## src/rtl/ddc_config_sequencer_pkg.sv

```systemverilog
// Shared types for the DDC configuration sequencer: state encoding, phase width default
// and the channel-index width helper.
package ddc_seq_pkg;

   localparam int PHASE_W_DEF = 20;

   typedef enum logic [2:0] {
      IDLE   = 3'd0,
      SCAN   = 3'd1,
      GAP    = 3'd2,
      RESYNC = 3'd3,
      FIN    = 3'd4
   } seq_state_t;

   function automatic int ch_idx_w(input int n);
      return (n > 1) ? $clog2(n) : 1;
   endfunction

endpackage

```

## src/rtl/ddc_config_sequencer_if.sv

```systemverilog
// Command/table-write side and per-channel strobe side of the sequencer, bundled as one port.
// master = register bridge / driver, slave = sequencer.
interface ddc_config_sequencer_if #(
   parameter int N_CH    = 4,
   parameter int PHASE_W = ddc_seq_pkg::PHASE_W_DEF,
   parameter int GAP_W   = 8
);
   localparam int CH_W = ddc_seq_pkg::ch_idx_w(N_CH);

   logic               tbl_wr_en;
   logic [CH_W-1:0]    tbl_wr_ch;
   logic [PHASE_W-1:0] tbl_wr_pinc;
   logic [PHASE_W-1:0] tbl_wr_poff;
   logic               start;
   logic               abort;
   logic [N_CH-1:0]    ch_mask;
   logic [GAP_W-1:0]   gap;
   logic [N_CH-1:0]    p_valid;
   logic [PHASE_W-1:0] cfg_pinc;
   logic [PHASE_W-1:0] cfg_poff;
   logic               resync_out;
   logic               busy;
   logic               done;
   logic               wr_err;

   modport master (
      output tbl_wr_en, tbl_wr_ch, tbl_wr_pinc, tbl_wr_poff, start, abort, ch_mask, gap,
      input  p_valid, cfg_pinc, cfg_poff, resync_out, busy, done, wr_err
   );

   modport slave (
      input  tbl_wr_en, tbl_wr_ch, tbl_wr_pinc, tbl_wr_poff, start, abort, ch_mask, gap,
      output p_valid, cfg_pinc, cfg_poff, resync_out, busy, done, wr_err
   );

endinterface

```

## src/rtl/ddc_config_sequencer_table.sv

```systemverilog
// Shadow pinc/poff register file: one synchronous write port, one combinational read port,
// cleared asynchronously by dev_rst.
module ddc_seq_table
   import ddc_seq_pkg::*;
#(
   parameter int N_CH    = 4,
   parameter int PHASE_W = PHASE_W_DEF,
   parameter int CH_W    = ch_idx_w(N_CH)
) (
   input  logic               dev_clk,
   input  logic               dev_rst,
   input  logic               wr_en,
   input  logic [CH_W-1:0]    wr_ch,
   input  logic [PHASE_W-1:0] wr_pinc,
   input  logic [PHASE_W-1:0] wr_poff,
   input  logic [CH_W-1:0]    rd_ch,
   output logic [PHASE_W-1:0] rd_pinc,
   output logic [PHASE_W-1:0] rd_poff
);

   logic [2*PHASE_W-1:0] mem [N_CH];

   always_ff @(posedge dev_clk or posedge dev_rst) begin
      if (dev_rst) begin
         for (int i = 0; i < N_CH; i++) begin
            mem[i] <= '0;
         end
      end else if (wr_en) begin
         mem[wr_ch] <= {wr_pinc, wr_poff};
      end
   end

   assign {rd_pinc, rd_poff} = mem[rd_ch];

endmodule

```

## src/rtl/ddc_config_sequencer.sv

```systemverilog
// Replays the shadow pinc/poff table into the DDC bank as one-hot single-cycle strobes.
// Define DDC_SEQ_AUTO_RESYNC_EN to add a RESYNC state that pulses resync_out after the scan.
module ddc_config_sequencer
   import ddc_seq_pkg::*;
#(
   parameter int N_CH    = 4,
   parameter int PHASE_W = PHASE_W_DEF,
   parameter int GAP_W   = 8
) (
   input  logic                   dev_clk,
   input  logic                   dev_rst,
   ddc_config_sequencer_if.slave  bus
);

   localparam int CH_W = ch_idx_w(N_CH);
   localparam logic [CH_W-1:0] LAST_CH = CH_W'(N_CH - 1);
`ifdef DDC_SEQ_AUTO_RESYNC_EN
   localparam seq_state_t END_ST = RESYNC;
`else
   localparam seq_state_t END_ST = FIN;
`endif

   seq_state_t         state, nxt_state;
   logic [CH_W-1:0]    idx, nxt_idx;
   logic [GAP_W-1:0]   gcnt, nxt_gcnt, gcnt_dec, gap_q;
   logic [N_CH-1:0]    mask_q, mask_use;
   logic               go, wr_ok, byp;
   logic [PHASE_W-1:0] tbl_pinc, tbl_poff, fwd_pinc, fwd_poff;

   logic [N_CH-1:0]    pv_q, pv_nxt;
   logic [PHASE_W-1:0] pinc_q, pinc_nxt, poff_q, poff_nxt;
   logic               busy_q, busy_nxt, done_q, done_nxt, wr_err_q, wr_err_nxt;

   assign go       = (state == IDLE) && bus.start;
   assign wr_ok    = (state == IDLE) && bus.tbl_wr_en;
   assign gcnt_dec = (gcnt != '0) ? gcnt - GAP_W'(1) : '0;

   ddc_seq_table #(.N_CH(N_CH), .PHASE_W(PHASE_W), .CH_W(CH_W)) u_table (
      .dev_clk (dev_clk),
      .dev_rst (dev_rst),
      .wr_en   (wr_ok),
      .wr_ch   (bus.tbl_wr_ch),
      .wr_pinc (bus.tbl_wr_pinc),
      .wr_poff (bus.tbl_wr_poff),
      .rd_ch   (nxt_idx),
      .rd_pinc (tbl_pinc),
      .rd_poff (tbl_poff)
   );

   // A write landing on the start edge must be seen by the first strobe.
   assign byp      = wr_ok && (bus.tbl_wr_ch == nxt_idx);
   assign fwd_pinc = byp ? bus.tbl_wr_pinc : tbl_pinc;
   assign fwd_poff = byp ? bus.tbl_wr_poff : tbl_poff;

   always_ff @(posedge dev_clk or posedge dev_rst) begin
      if (dev_rst) begin
         state    <= IDLE;
         idx      <= '0;
         gcnt     <= '0;
         mask_q   <= '0;
         gap_q    <= '0;
         pv_q     <= '0;
         pinc_q   <= '0;
         poff_q   <= '0;
         busy_q   <= 1'b0;
         done_q   <= 1'b0;
         wr_err_q <= 1'b0;
      end else begin
         state    <= nxt_state;
         idx      <= nxt_idx;
         gcnt     <= nxt_gcnt;
         if (go) begin
            mask_q <= bus.ch_mask;
            gap_q  <= bus.gap;
         end
         pv_q     <= pv_nxt;
         pinc_q   <= pinc_nxt;
         poff_q   <= poff_nxt;
         busy_q   <= busy_nxt;
         done_q   <= done_nxt;
         wr_err_q <= wr_err_nxt;
      end
   end

   always_comb begin
      nxt_state = state;
      nxt_idx   = idx;
      nxt_gcnt  = gcnt;
      case (state)
         IDLE: begin
            if (bus.start) begin
               nxt_state = SCAN;
               nxt_idx   = '0;
            end
         end
         SCAN: begin
            if (bus.abort) begin
               nxt_state = IDLE;
            end else if (mask_q[idx] && (gap_q != '0)) begin
               nxt_state = GAP;
               nxt_gcnt  = gap_q;
            end else if (idx == LAST_CH) begin
               nxt_state = END_ST;
            end else begin
               nxt_idx = idx + CH_W'(1);
            end
         end
         GAP: begin
            nxt_gcnt = gcnt_dec;
            if (bus.abort) begin
               nxt_state = IDLE;
            end else if (gcnt_dec == '0) begin
               if (idx == LAST_CH) begin
                  nxt_state = END_ST;
               end else begin
                  nxt_state = SCAN;
                  nxt_idx   = idx + CH_W'(1);
               end
            end
         end
`ifdef DDC_SEQ_AUTO_RESYNC_EN
         RESYNC: nxt_state = bus.abort ? IDLE : FIN;
`endif
         FIN:     nxt_state = IDLE;
         default: nxt_state = IDLE;
      endcase
   end

   // Outputs are registered from the next-state view so each strobe shares its cycle with the visit.
   always_comb begin
      mask_use = (state == IDLE) ? bus.ch_mask : mask_q;
      pv_nxt   = '0;
      if ((nxt_state == SCAN) && mask_use[nxt_idx]) begin
         pv_nxt = N_CH'(1) << nxt_idx;
      end
      pinc_nxt   = (pv_nxt != '0) ? fwd_pinc : pinc_q;
      poff_nxt   = (pv_nxt != '0) ? fwd_poff : poff_q;
      busy_nxt   = (nxt_state == SCAN) || (nxt_state == GAP) || (nxt_state == RESYNC);
      done_nxt   = (nxt_state == FIN);
      wr_err_nxt = wr_err_q;
      if (go) begin
         wr_err_nxt = 1'b0;
      end else if (bus.tbl_wr_en && (state != IDLE)) begin
         wr_err_nxt = 1'b1;
      end
   end

`ifdef DDC_SEQ_AUTO_RESYNC_EN
   logic resync_q;

   always_ff @(posedge dev_clk or posedge dev_rst) begin
      if (dev_rst) begin
         resync_q <= 1'b0;
      end else begin
         resync_q <= (nxt_state == RESYNC) && (mask_q != '0);
      end
   end

   assign bus.resync_out = resync_q;
`else
   assign bus.resync_out = 1'b0;
`endif

   assign bus.p_valid  = pv_q;
   assign bus.cfg_pinc = pinc_q;
   assign bus.cfg_poff = poff_q;
   assign bus.busy     = busy_q;
   assign bus.done     = done_q;
   assign bus.wr_err   = wr_err_q;

endmodule

```

## src/flat_wrapper.sv

```systemverilog
// flat-port wrapper written by rule: the top's interface ports become plain ports
module ddc_config_sequencer_flat import ddc_seq_pkg::*;
#(
   parameter int N_CH    = 4,
   parameter int PHASE_W = PHASE_W_DEF,
   parameter int GAP_W   = 8
)
  (dev_clk, dev_rst, bus_tbl_wr_en, bus_tbl_wr_ch, bus_tbl_wr_pinc, bus_tbl_wr_poff, bus_start, bus_abort, bus_ch_mask, bus_gap, bus_p_valid, bus_cfg_pinc, bus_cfg_poff, bus_resync_out, bus_busy, bus_done, bus_wr_err);
  ddc_config_sequencer_if #(.N_CH(N_CH), .PHASE_W(PHASE_W), .GAP_W(GAP_W)) bus_i ();
  input  logic dev_clk;
  input  logic dev_rst;
  input wire logic [$bits(bus_i.tbl_wr_en)-1:0] bus_tbl_wr_en;
  input wire logic [$bits(bus_i.tbl_wr_ch)-1:0] bus_tbl_wr_ch;
  input wire logic [$bits(bus_i.tbl_wr_pinc)-1:0] bus_tbl_wr_pinc;
  input wire logic [$bits(bus_i.tbl_wr_poff)-1:0] bus_tbl_wr_poff;
  input wire logic [$bits(bus_i.start)-1:0] bus_start;
  input wire logic [$bits(bus_i.abort)-1:0] bus_abort;
  input wire logic [$bits(bus_i.ch_mask)-1:0] bus_ch_mask;
  input wire logic [$bits(bus_i.gap)-1:0] bus_gap;
  output wire logic [$bits(bus_i.p_valid)-1:0] bus_p_valid;
  output wire logic [$bits(bus_i.cfg_pinc)-1:0] bus_cfg_pinc;
  output wire logic [$bits(bus_i.cfg_poff)-1:0] bus_cfg_poff;
  output wire logic [$bits(bus_i.resync_out)-1:0] bus_resync_out;
  output wire logic [$bits(bus_i.busy)-1:0] bus_busy;
  output wire logic [$bits(bus_i.done)-1:0] bus_done;
  output wire logic [$bits(bus_i.wr_err)-1:0] bus_wr_err;
  assign bus_i.tbl_wr_en = bus_tbl_wr_en;
  assign bus_i.tbl_wr_ch = bus_tbl_wr_ch;
  assign bus_i.tbl_wr_pinc = bus_tbl_wr_pinc;
  assign bus_i.tbl_wr_poff = bus_tbl_wr_poff;
  assign bus_i.start = bus_start;
  assign bus_i.abort = bus_abort;
  assign bus_i.ch_mask = bus_ch_mask;
  assign bus_i.gap = bus_gap;
  assign bus_p_valid = bus_i.p_valid;
  assign bus_cfg_pinc = bus_i.cfg_pinc;
  assign bus_cfg_poff = bus_i.cfg_poff;
  assign bus_resync_out = bus_i.resync_out;
  assign bus_busy = bus_i.busy;
  assign bus_done = bus_i.done;
  assign bus_wr_err = bus_i.wr_err;
  ddc_config_sequencer #(.N_CH(N_CH), .PHASE_W(PHASE_W), .GAP_W(GAP_W)) u_core (.dev_clk(dev_clk), .dev_rst(dev_rst), .bus(bus_i));
endmodule
```

## config.mk

```make
export PLATFORM = sky130hd
export DESIGN_NAME = ddc_config_sequencer_flat
export DESIGN_NICKNAME = d
export VERILOG_FILES = /design/src/rtl/ddc_config_sequencer_pkg.sv /design/src/rtl/ddc_config_sequencer_if.sv /design/src/rtl/ddc_config_sequencer_table.sv /design/src/rtl/ddc_config_sequencer.sv /design/src/flat_wrapper.sv
export SDC_FILE = /design/constraint.sdc
export NUM_CORES = 1
export LEC_CHECK = 0
export CORE_MARGIN = 2
export CORE_UTILIZATION = 58
export CTS_CLUSTER_DIAMETER = 80
export DETAILED_ROUTE_END_ITERATION = 8
export PLACE_DENSITY = 0.81
export SLEW_MARGIN = 20
export SYNTH_ARGS = -nofsm -noshare
export SYNTH_HDL_FRONTEND = slang
export SYNTH_SLANG_ARGS = --single-unit
```

## constraint.sdc

```tcl
create_clock -name dev_clk -period 9.55 [get_ports dev_clk]
set_input_delay 0.955 -clock dev_clk [delete_from_list [all_inputs] [get_ports dev_clk]]
set_output_delay 0.955 -clock dev_clk [all_outputs]
set_load 0.01 [all_outputs]
```

-- Word-level counts from Yosys, hierarchy flattened
Cells that the tools add are included.
W data, S select, Z words.
- flip-flop bits (word level): 232
- bits of input ports: 59
- output and inout bits: 48
- logic and storage cells: 88
- $add $sub $neg: 2
- order comparisons: 5
- equality and inequality tests: 10
- shift operators: 1
- multiplexer cells: 35
- bitwise operators: 2
- reduce and logical (&&, ||, !) cells: 18
- operators with widths (operator ; count):
    $bwmux W160 ; 1
    $mux W40 ; 3
    $bmux W40 S2 ; 1
    $demux W40 S2 ; 1
    $mux W20 ; 2
    $mux W8 ; 3
    $mux W3 ; 7
    $pmux W8 S2 ; 1
    $reduce_bool A8 Y1 ; 2
    $mux W2 ; 6
    $eq A3 B2 Y1 const B ; 3
    $pmux W3 S3 ; 1
    $logic_not A8 Y1 ; 1
    $mux W4 ; 2
    $sub A8 B1 Y8 const B ; 1
    $logic_and A1 B1 Y1 ; 7
    $eq A3 B1 Y1 const B ; 2
    $ge A3 B3 Y1 const B ; 2
    $lt A2 B3 Y1 const B ; 2
    $not A2 Y3 ; 2
    $pmux W2 S3 ; 1
    $bmux W1 S2 ; 2
    $mux W1 ; 4
    $reduce_bool A2 Y1 ; 2
    13 further kinds ; 14

-- Logic depth before layout (Yosys ltp)
Gate-level depths: netlist of run 1.
- depth after elaboration: 11
- depth in mapped cells: 14

-- By module
Synthesis of run 1 repeated with hierarchy kept, for this count alone.
- cell total of the unflattened synthesis: 707
- area total of the unflattened synthesis: 10892.9 µm²
- by module, submodules not included (module ; times used ; cells an instance ; area each (µm²) ; sequential area each (µm²)):
    ddc_seq_table ; 1 ; 389 ; 6931.6 ; 4003.8
    ddc_config_sequencer ; 1 ; 318 ; 3961.3 ; 1801.7

-- Worst setup path before layout of run 1
Ideal clock, no wire load.
- path type: reg2reg
- start point: register u_core.gcnt[0]
- end point: register u_core.pinc_q[0] (netlist: u_core.bus.cfg_pinc[0])
- data arrival time: 2794 ps
- required time: 9471 ps
- setup slack: 6677 ps
- cell stages (with the launch flop): 15
- path buffers: 3
- path through: dfrtp_1 -> inv_1 -> ha_1 -> or4b_4 -> o22ai_4 -> o2111a_1 -> or2_1 -> buf_4 -> nand2_4 -> inv_4 -> mux2i_1 -> a32oi_1 -> buf_6 -> buf_12 -> mux2i_1
- cells in the longest elaborated chain, start to end: 11
- ends and longest elaborated chain (item ; RTL line ; RTL):
    start, declared ; ddc_config_sequencer.sv:25 ; logic [GAP_W-1:0] gcnt, nxt_gcnt, gcnt_dec, gap_q;
    start signal, assigned ; ddc_config_sequencer.sv:71 ; gcnt <= nxt_gcnt;
    $sub A8 B1 Y8 / $reduce_bool A8 Y1 (equally long branches) ; ddc_config_sequencer.sv:36 ; assign gcnt_dec = (gcnt != '0) ? gcnt - GAP_W'(1) : '0;
    $mux W8 (*) ; ddc_config_sequencer.sv:36 ;
    $logic_not A8 Y1 (*) ; ddc_config_sequencer.sv:112 ; end else if (gcnt_dec == '0) begin
    $mux W2 (*) ; ddc_config_sequencer.sv:112 ;
    $mux W2 (*) ; ddc_config_sequencer.sv:110 ; if (bus.abort) begin
    $pmux W2 S3 (*) ; ddc_config_sequencer.sv:89 ; case (state)
    net u_core.nxt_idx[0] ; ddc_config_sequencer.sv:24 ; logic [CH_W-1:0] idx, nxt_idx;
    $bmux W1 S2 / $not A2 Y3 (equally long branches) ; ddc_config_sequencer.sv:133, ddc_config_sequencer_table.sv:33 ;
    $mux W1 (implied by the code) / $bmux W40 S2 (equally long branches) ; ddc_config_sequencer.sv:133, ddc_config_sequencer_table.sv:33 ;
    $logic_and A1 B1 Y1 / $mux W40 (equally long branches) ; ddc_config_sequencer.sv:133, ddc_config_sequencer_table.sv:33 ;
    $mux W4 / $mux W40 (equally long branches) ; ddc_config_sequencer.sv:133, ddc_config_sequencer_table.sv:33 ;
    $reduce_bool A4 Y1 / $mux W20 (equally long branches) ; ddc_config_sequencer.sv:136, ddc_config_sequencer.sv:52 ;
    end signal, assigned ; ddc_config_sequencer.sv:77 ; pinc_q <= pinc_nxt;
    end, declared ; ddc_config_sequencer.sv:31 ; logic [PHASE_W-1:0] pinc_q, pinc_nxt, poff_q, poff_nxt;
Mark *: on every way through the listed nets, which the timed path passes. The rest lies on a longest branch. The select of a mux whose other input is x is not followed.
A chain may end at the register's enable or synchronous reset.

-- Worst setup path in the final report of run 1
- start point: register u_core.gcnt[0]
- end point: register u_core.pinc_q[6] (netlist: u_core.bus.cfg_pinc[6])
- cells in the longest elaborated chain, start to end: 11
- ends and longest elaborated chain (item ; RTL line):
    $sub A8 B1 Y8 / $reduce_bool A8 Y1 (equally long branches) ; ddc_config_sequencer.sv:36
    $mux W8 (*) ; ddc_config_sequencer.sv:36
    $logic_not A8 Y1 (*) ; ddc_config_sequencer.sv:112
    $mux W2 ; ddc_config_sequencer.sv:112
    $mux W2 ; ddc_config_sequencer.sv:110
    $pmux W2 S3 ; ddc_config_sequencer.sv:89
    $bmux W1 S2 / $not A2 Y3 (equally long branches) ; ddc_config_sequencer.sv:133, ddc_config_sequencer_table.sv:33
    $mux W1 (implied by the code) / $bmux W40 S2 (equally long branches) ; ddc_config_sequencer.sv:133, ddc_config_sequencer_table.sv:33
    $logic_and A1 B1 Y1 / $mux W40 (equally long branches) ; ddc_config_sequencer.sv:133, ddc_config_sequencer_table.sv:33
    $mux W4 / $mux W40 (equally long branches) ; ddc_config_sequencer.sv:133, ddc_config_sequencer_table.sv:33
    $reduce_bool A4 Y1 / $mux W20 (equally long branches) ; ddc_config_sequencer.sv:136, ddc_config_sequencer.sv:52
Every way passes the cells marked *; elsewhere a longest branch is shown, timed or not. The select of a mux whose other input is x is not followed.

==> results of run 1 <==
through the flow:
stage	cell area (sq um)	utilization	instances	hold slack [ps]
after detailed placement	12600	0.650	1363	487
after floorplan	11400	-	1062	462
after global placement	12600	0.650	1363	480
final	13400	0.691	1406	500
after global routing	13400	0.691	1406	512
after CTS	13400	0.691	1406	503
metal layers:
metal,track usage,vias to the layer above,part of all wire
li1,-,3936,-
met1,0.374,4351,0.41
met2,0.444,343,0.49
met3,0.0387,60,0.067
met4,0.110,0,0.026
met5,0,-,0
worst max-delay path by stage:
stage	start	slack (ps)	cells after the start	end
floorplan	dev_rst	2230	1	u_core.bus.busy
global placement	bus_abort	4290	11	u_core.bus.cfg_poff[18]
detailed placement	bus_abort	4110	11	u_core.bus.cfg_pinc[10]
CTS	u_core.gcnt[0]	4590	13	u_core.bus.cfg_pinc[13]
global route	u_core.gcnt[0]	4290	13	u_core.bus.cfg_pinc[10]
finish	u_core.gcnt[0]	4530	13	u_core.bus.cfg_pinc[6]
sequential cells by signal, indices dropped and copies added, names as in the netlist, 2 cells and up:
signal               cells
u_core.gcnt              8
u_core.bus.p_valid       4
u_core.bus.cfg_pinc     20
u_core.gap_q             8
u_core.idx               2
u_core.u_table.mem     160
u_core.bus.cfg_poff     20
u_core.state             3
u_core.mask_q            4
where the power goes:
part | total, uW | leakage (uW) | internal (uW) | switching (uW)
combinational | 1790 | 0.00251 | 821 | 970
sequential | 1740 | 0.00283 | 1450 | 284
clock | 928 | 0.000397 | 550 | 378
Yosys cell counts, types with 3 or more instances:
library cell / number
o21ai_0: 95
dfrtp_1: 232
inv_1: 47
or2_2: 5
nand3_1: 164
buf_2: 3
a22o_1: 5
nor3b_1: 41
nor3_1: 9
nor2_1: 11
a31oi_1: 43
nor2b_1: 3
nand2b_1: 7
buf_12: 4
o31ai_1: 4
buf_1: 17
mux2_2: 160
nor4_1: 3
a21oi_1: 9
mux2i_1: 46
nand4_1: 3
clkbuf_1: 55
nand2_1: 52
layout make-up:
type / instances / area (sq um)
Clock inverter: 8 / 65.1
Timing Repair Buffer: 120 / 1160
Fill cell: 1514 / 5990
Sequential cell: 232 / 5810
Multi-Input combinational cell: 697 / 5120
Tap cell: 265 / 332
Inverter: 49 / 194
Clock buffer: 35 / 723
logic make-up after synthesis:
kind of cell,after synthesis,share of synthesized area
AOI/OAI and AO/OA,179,0.0967
xor gates and xnor gates,1,0.000766
adders and majority gates,1,0.00109
buffers and inverters,133,0.0514
DFF,232,0.507
muxes,207,0.200
other,1,0.000328
and+or+nand+nor,308,0.143
critical path, cell delays in order, from the launching register on:
cell      delay, ps
dfrtp_1         440
inv_1           100
ha_1            260
or4b_4          520
o22ai_4         220
o211ai_1        190
nand2_1         150
a41oi_4         110
buf_4           350
inv_2           810
a21oi_1         170
a32oi_4         690
buf_4           600
mux2i_1         260
==> metrics.yaml, run 1 <==
io_pins: 107
cts_hold_buf: 0
worstSetupStartpointType: "register"
start_util: 0.590
drt_iter0_drc: 746
min_path_cells: 1
drive_above_1_share: 0.210
wl_per_cell_um: 19.8
numCtsBuffers: 24
cap_violations: 0
antennaDiodeCount: 0
crit_required_ps: 9980
reg2reg_depth: 13
nets: 1184
numClockSinks: 232
min_from: "u_core.u_table.mem[74]"
fin_crit_ps: 5020
drc: 0
fmax_mhz: 199
worst_slack_ps: 4530
area_growth_pct: 17.2
power_uw: 4460
synth_seq_area_share: 0.507
grt_use_total: 0.273
hp-class: "register to register"
root_buffer: "clkbuf_16"
r2r-start: "u_core.gcnt[0]"
layout_common_cells: "232 x dfrtp_1, 164 x nand3_1, 160 x mux2_2"
max_slew_margin: 0.302
syn-cell-area_sq_um: 11400
die_height_um: 144
setup_viol: 0
ys_top_cells_by_area: "dfrtp_1 51%, mux2_2 16%, nand3_1 7.2%, o21ai_0 4.2%, mux2i_1 4.0%"
preCtsSetupSlack_ps: 4110
antenna_found_initial: 0
totalWireLength_mm: 27.9
syn_nets: 1122
ys_ff_latch: 232
die_w_um: 144
dr.pass1.iters: 5
tightest_slew_ps: 1050
hold_violations: 0
gp_congestion: 0.846
ctsResizeCount: 0
worstSetupPathType: "register to register"
synth_ff_type: "dfrtp_1"
drtAntennaViolNets: 0
r2r_slack_ps: 4530
clk_pin_slew_ps: 60
cts_tree: "yes"
dp_hpwl_mm: 15.8
grt_max_degree: 88
worstSetupEndpointType: "register"
viasPerCell: 6.18
synth_top_area_share: 0.507
synth_warnings: 0
drv_slew: 0
overflow: 0
clkLatencyLatePin_ps: 510
syn_inst: 1062
layout_commonest_cell: "dfrtp_1"
synth_area_leader_cell: "dfrtp_1"
outcome: "finished, final reports clean"
power_density_nw_per_um2: 333
critPathMaxFanout: 45
vias: 8690
worstPathArrival_ps: 5450
grt_pass1_wl_mm: 45.2
min_period_over_period: 0.526
rsz0062_at_grt: "false"
synth_edf_count: 0
cts.path.max_buffers: 3
die_area_sq_um: 20900
worstHoldEndpoint: "u_core.u_table.mem[74]"
grt_pass1_vias: 8712
synth_async_sr_flop_share: 1.00
cts_max_level: 1
ys_types: 60
post_cts_buffers: 0
finClkSkew_ps: 6.32
rows: 51
p_leak_uw: 0.00574
ir_drop_v: 0.000329
coreArea_sq_um: 19400
syn_area_per_cell_sq_um: 10.8
rr_endpoint: "u_core.bus.cfg_pinc[6]"
setup_tns_ps: 0
io_buffers: 105
(Power assumes the default switching activity.)
==> run 2, diff against run 1 <==
CORE_UTILIZATION = 52   (was 58)
PLACE_DENSITY = 0.76   (was 0.81)
clock period = 4.5 ns   (was 9.55 ns; I/O delays follow)
==> run 2 against run 1 <==
  * Non-clock buffer count is 5 higher
  * Sequential share of layout area is 0.52 points lower
  * Clock-buffer cell count is 1 higher
  * Setup slack worse by 3600 ps
  * Die area is 11% higher
  * Fmax is 41% higher
  * Power is 120% higher
  * Cell count is 1.5% higher
  * Global-route usage is 2.9 points lower
  * Sequential cell count stayed put
  * Largest power group unchanged
==> metrics.yaml, run 2 (synthesized netlist as in run 1, its figures left out) <==
clkLatencyLatePin_ps: 540  # was 510 ps
p_int_uw: 6110  # was 2830 uW
root_buffer: "clkbuf_16"  # unchanged
cpMaxStageDelayCell: "or4b_4"  # was inv_2
grt_max_degree: 97  # was 88
fin_crit_ps: 3560  # was 5020 ps
p_sw_uw: 3510  # was 1630 uW
post_cts_buffers: 0  # unchanged
layout_common_cells: "232 x dfrtp_1, 164 x nand3_1, 160 x mux2_2"  # unchanged
numClockSinks: 232  # unchanged
wl_per_cell_um: 19.8  # about the same
layout_commonest_cell: "dfrtp_1"  # unchanged
top_register: "u_core.u_table.mem"  # unchanged
totalWireLength_mm: 28.3  # was 27.9 mm
cts_hold_buf: 0  # unchanged
gp_congestion: 0.875  # was 0.846
worstSetupPathType: "register to register"  # unchanged
worstSetupStartpointType: "register"  # unchanged
viasPerCell: 6.12  # was 6.18
hold_ws_ps: 435  # was 500 ps
worstSetupEndpoint: "u_core.bus.cfg_poff[18]"  # was u_core.bus.cfg_pinc[6]
vias: 8727  # was 8690
cts_tree: "yes"  # unchanged
power_frac_seq: 0.383  # was 0.390
fmax_mhz: 281  # was 199 MHz
p_sw_frac: 0.365  # was 0.366
nets: 1190  # was 1184
min_period_over_period: 0.791  # was 0.526
rows: 54  # was 51
hold_violations: 0  # unchanged
dp_hpwl_mm: 16.4  # was 15.8 mm
setup_viol: 0  # unchanged
place_inst: 1383  # was 1363
drc: 0  # unchanged
worstPathArrival_ps: 4020  # was 5450 ps
rr_endpoint: "u_core.bus.cfg_poff[18]"  # was u_core.bus.cfg_pinc[6]
die_w_um: 152  # was 144 um
fill_cells: 1719  # was 1514
antenna_found_initial: 0  # unchanged
die_height_um: 152  # was 144 um
grt_pass1_vias: 8952  # was 8712
hp-class: "input port to async pin"  # was register to register
start_util: 0.527  # was 0.590
grt_pass1_wl_mm: 46.8  # was 45.2 mm
worst_slack_ps: 939  # was 4530 ps
ctsResizeCount: 0  # unchanged
outcome: "finished, final reports clean"  # unchanged
critPathMaxFanout: 43  # was 45
slowest_delay_ps: 520  # was 810 ps
setup_tns_ps: 0  # unchanged
cp_cell_sequence: "inv_1, ha_1, or4b_4, o22ai_4, o211ai_1, nand2_1, a41oi_4, inv_2, a21oi_1, a32oi_4, buf_12, mux2i_1"  # was inv_1, ha_1, or4b_4, o22ai_4, o211ai_1, nand2_1, a41oi_4, buf_4, inv_2, a21oi_1, a32oi_4, buf_4, mux2i_1
cts_max_level: 1  # unchanged
coreArea_sq_um: 21700  # was 19400 sq um
crit_required_ps: 4960  # was 9980 ps
grt_use_total: 0.244  # was 0.273
drt_iter0_drc: 606  # was 746
r2r_slack_ps: 940  # was 4530 ps
rsz0062_at_grt: "false"  # unchanged
max_slew_margin: 0.359  # was 0.302
power_density_nw_per_um2: 709  # was 333 nW/um^2
cts.path.max_buffers: 3  # unchanged
clk_pin_slew_ps: 60  # about the same
finClkSkew_ps: 20.4  # was 6.32 ps
reg2reg_depth: 12  # was 13
cap_violations: 0  # unchanged
overflow: 0  # unchanged
ir_drop_v: 0.000525  # was 0.000329 V
p_leak_uw: 0.00580  # was 0.00574 uW
crit_start: "u_core.gcnt[0]"  # unchanged
die_area_sq_um: 23200  # was 20900 sq um
drtAntennaViolNets: 0  # unchanged
dr.pass1.iters: 5  # unchanged
preCtsSetupSlack_ps: 969  # was 4110 ps
drv_slew: 0  # unchanged
io_buffers: 105  # unchanged
stdcell_count: 1427  # was 1406
power_uw: 9620  # was 4460 uW
io_pins: 107  # unchanged
worstSetupEndpointType: "register"  # unchanged
largest_reg_flops: 160  # unchanged
numCtsBuffers: 25  # was 24
drive_above_1_share: 0.216  # was 0.210
area_growth_pct: 18.6  # was 17.2%
r2r-start: "u_core.gcnt[0]"  # unchanged
p_comb_frac: 0.399  # was 0.402
tightest_slew_ps: 962  # was 1050 ps
clkPwrFrac: 0.218  # was 0.208
antennaDiodeCount: 0  # unchanged
-- run 2: final cells by class --
class / instances / area [sq um] / share of cell area
clock buffer: 36 / 747 / 0.0551
clock inverter: 8 / 109 / 0.00802
inverter: 49 / 190 / 0.0140
multi-input combinational: 697 / 5120 / 0.378
sequential: 232 / 5810 / 0.428
tap: 280 / 350 / 0.0258
timing repair buffer: 125 / 1240 / 0.0913
-- run 2: power by group through the flow --
stage               logic, uW  registers (uW)  clock network [uW]
global placement         3730            3640                   0
CTS                      3840            3670                2140
global route             4210            3790                2220
finish                   3840            3680                2100
detailed placement       3830            3690                   0
floorplan                2720            3590                   0
-- run 2: through the flow --
stage	area, sq um	utilization
after global routing	13600	0.625
after detailed placement	12700	0.586
after CTS	13600	0.625
final	13600	0.625
after global placement	12700	0.586
after floorplan	11400	-
-- run 2: worst min-delay path by stage --
stage / slack, ps / start / to
final: 440 / dev_rst / u_core.bus.cfg_pinc[4]
after floorplan: 460 / u_core.mask_q[2] / u_core.mask_q[2]
after global placement: 480 / u_core.bus.wr_err / u_core.bus.wr_err
after global routing: 440 / bus_gap[3] / u_core.gap_q[3]
after detailed placement: 490 / u_core.u_table.mem[55] / u_core.u_table.mem[55]
after CTS: 430 / bus_gap[2] / u_core.gap_q[2]
-- run 2: per-layer routing --
metal / GRT usage / up-vias / share of wire
met5: 0 / - / 0
met4: 0.0886 / 0 / 0.023
met3: 0.0484 / 52 / 0.058
met2: 0.412 / 279 / 0.49
met1: 0.314 / 4450 / 0.43
li1: - / 3946 / -
-- run 2: critical path: cells and delay by family, from the launching register on --
kind / cells / cell delay [ps]
AOI/OAI and AO/OA: 5 / 910
buffers and inverters: 3 / 900
muxes: 1 / 240
and+or+nand+nor: 2 / 680
adders and majority gates: 1 / 270
DFF: 1 / 440
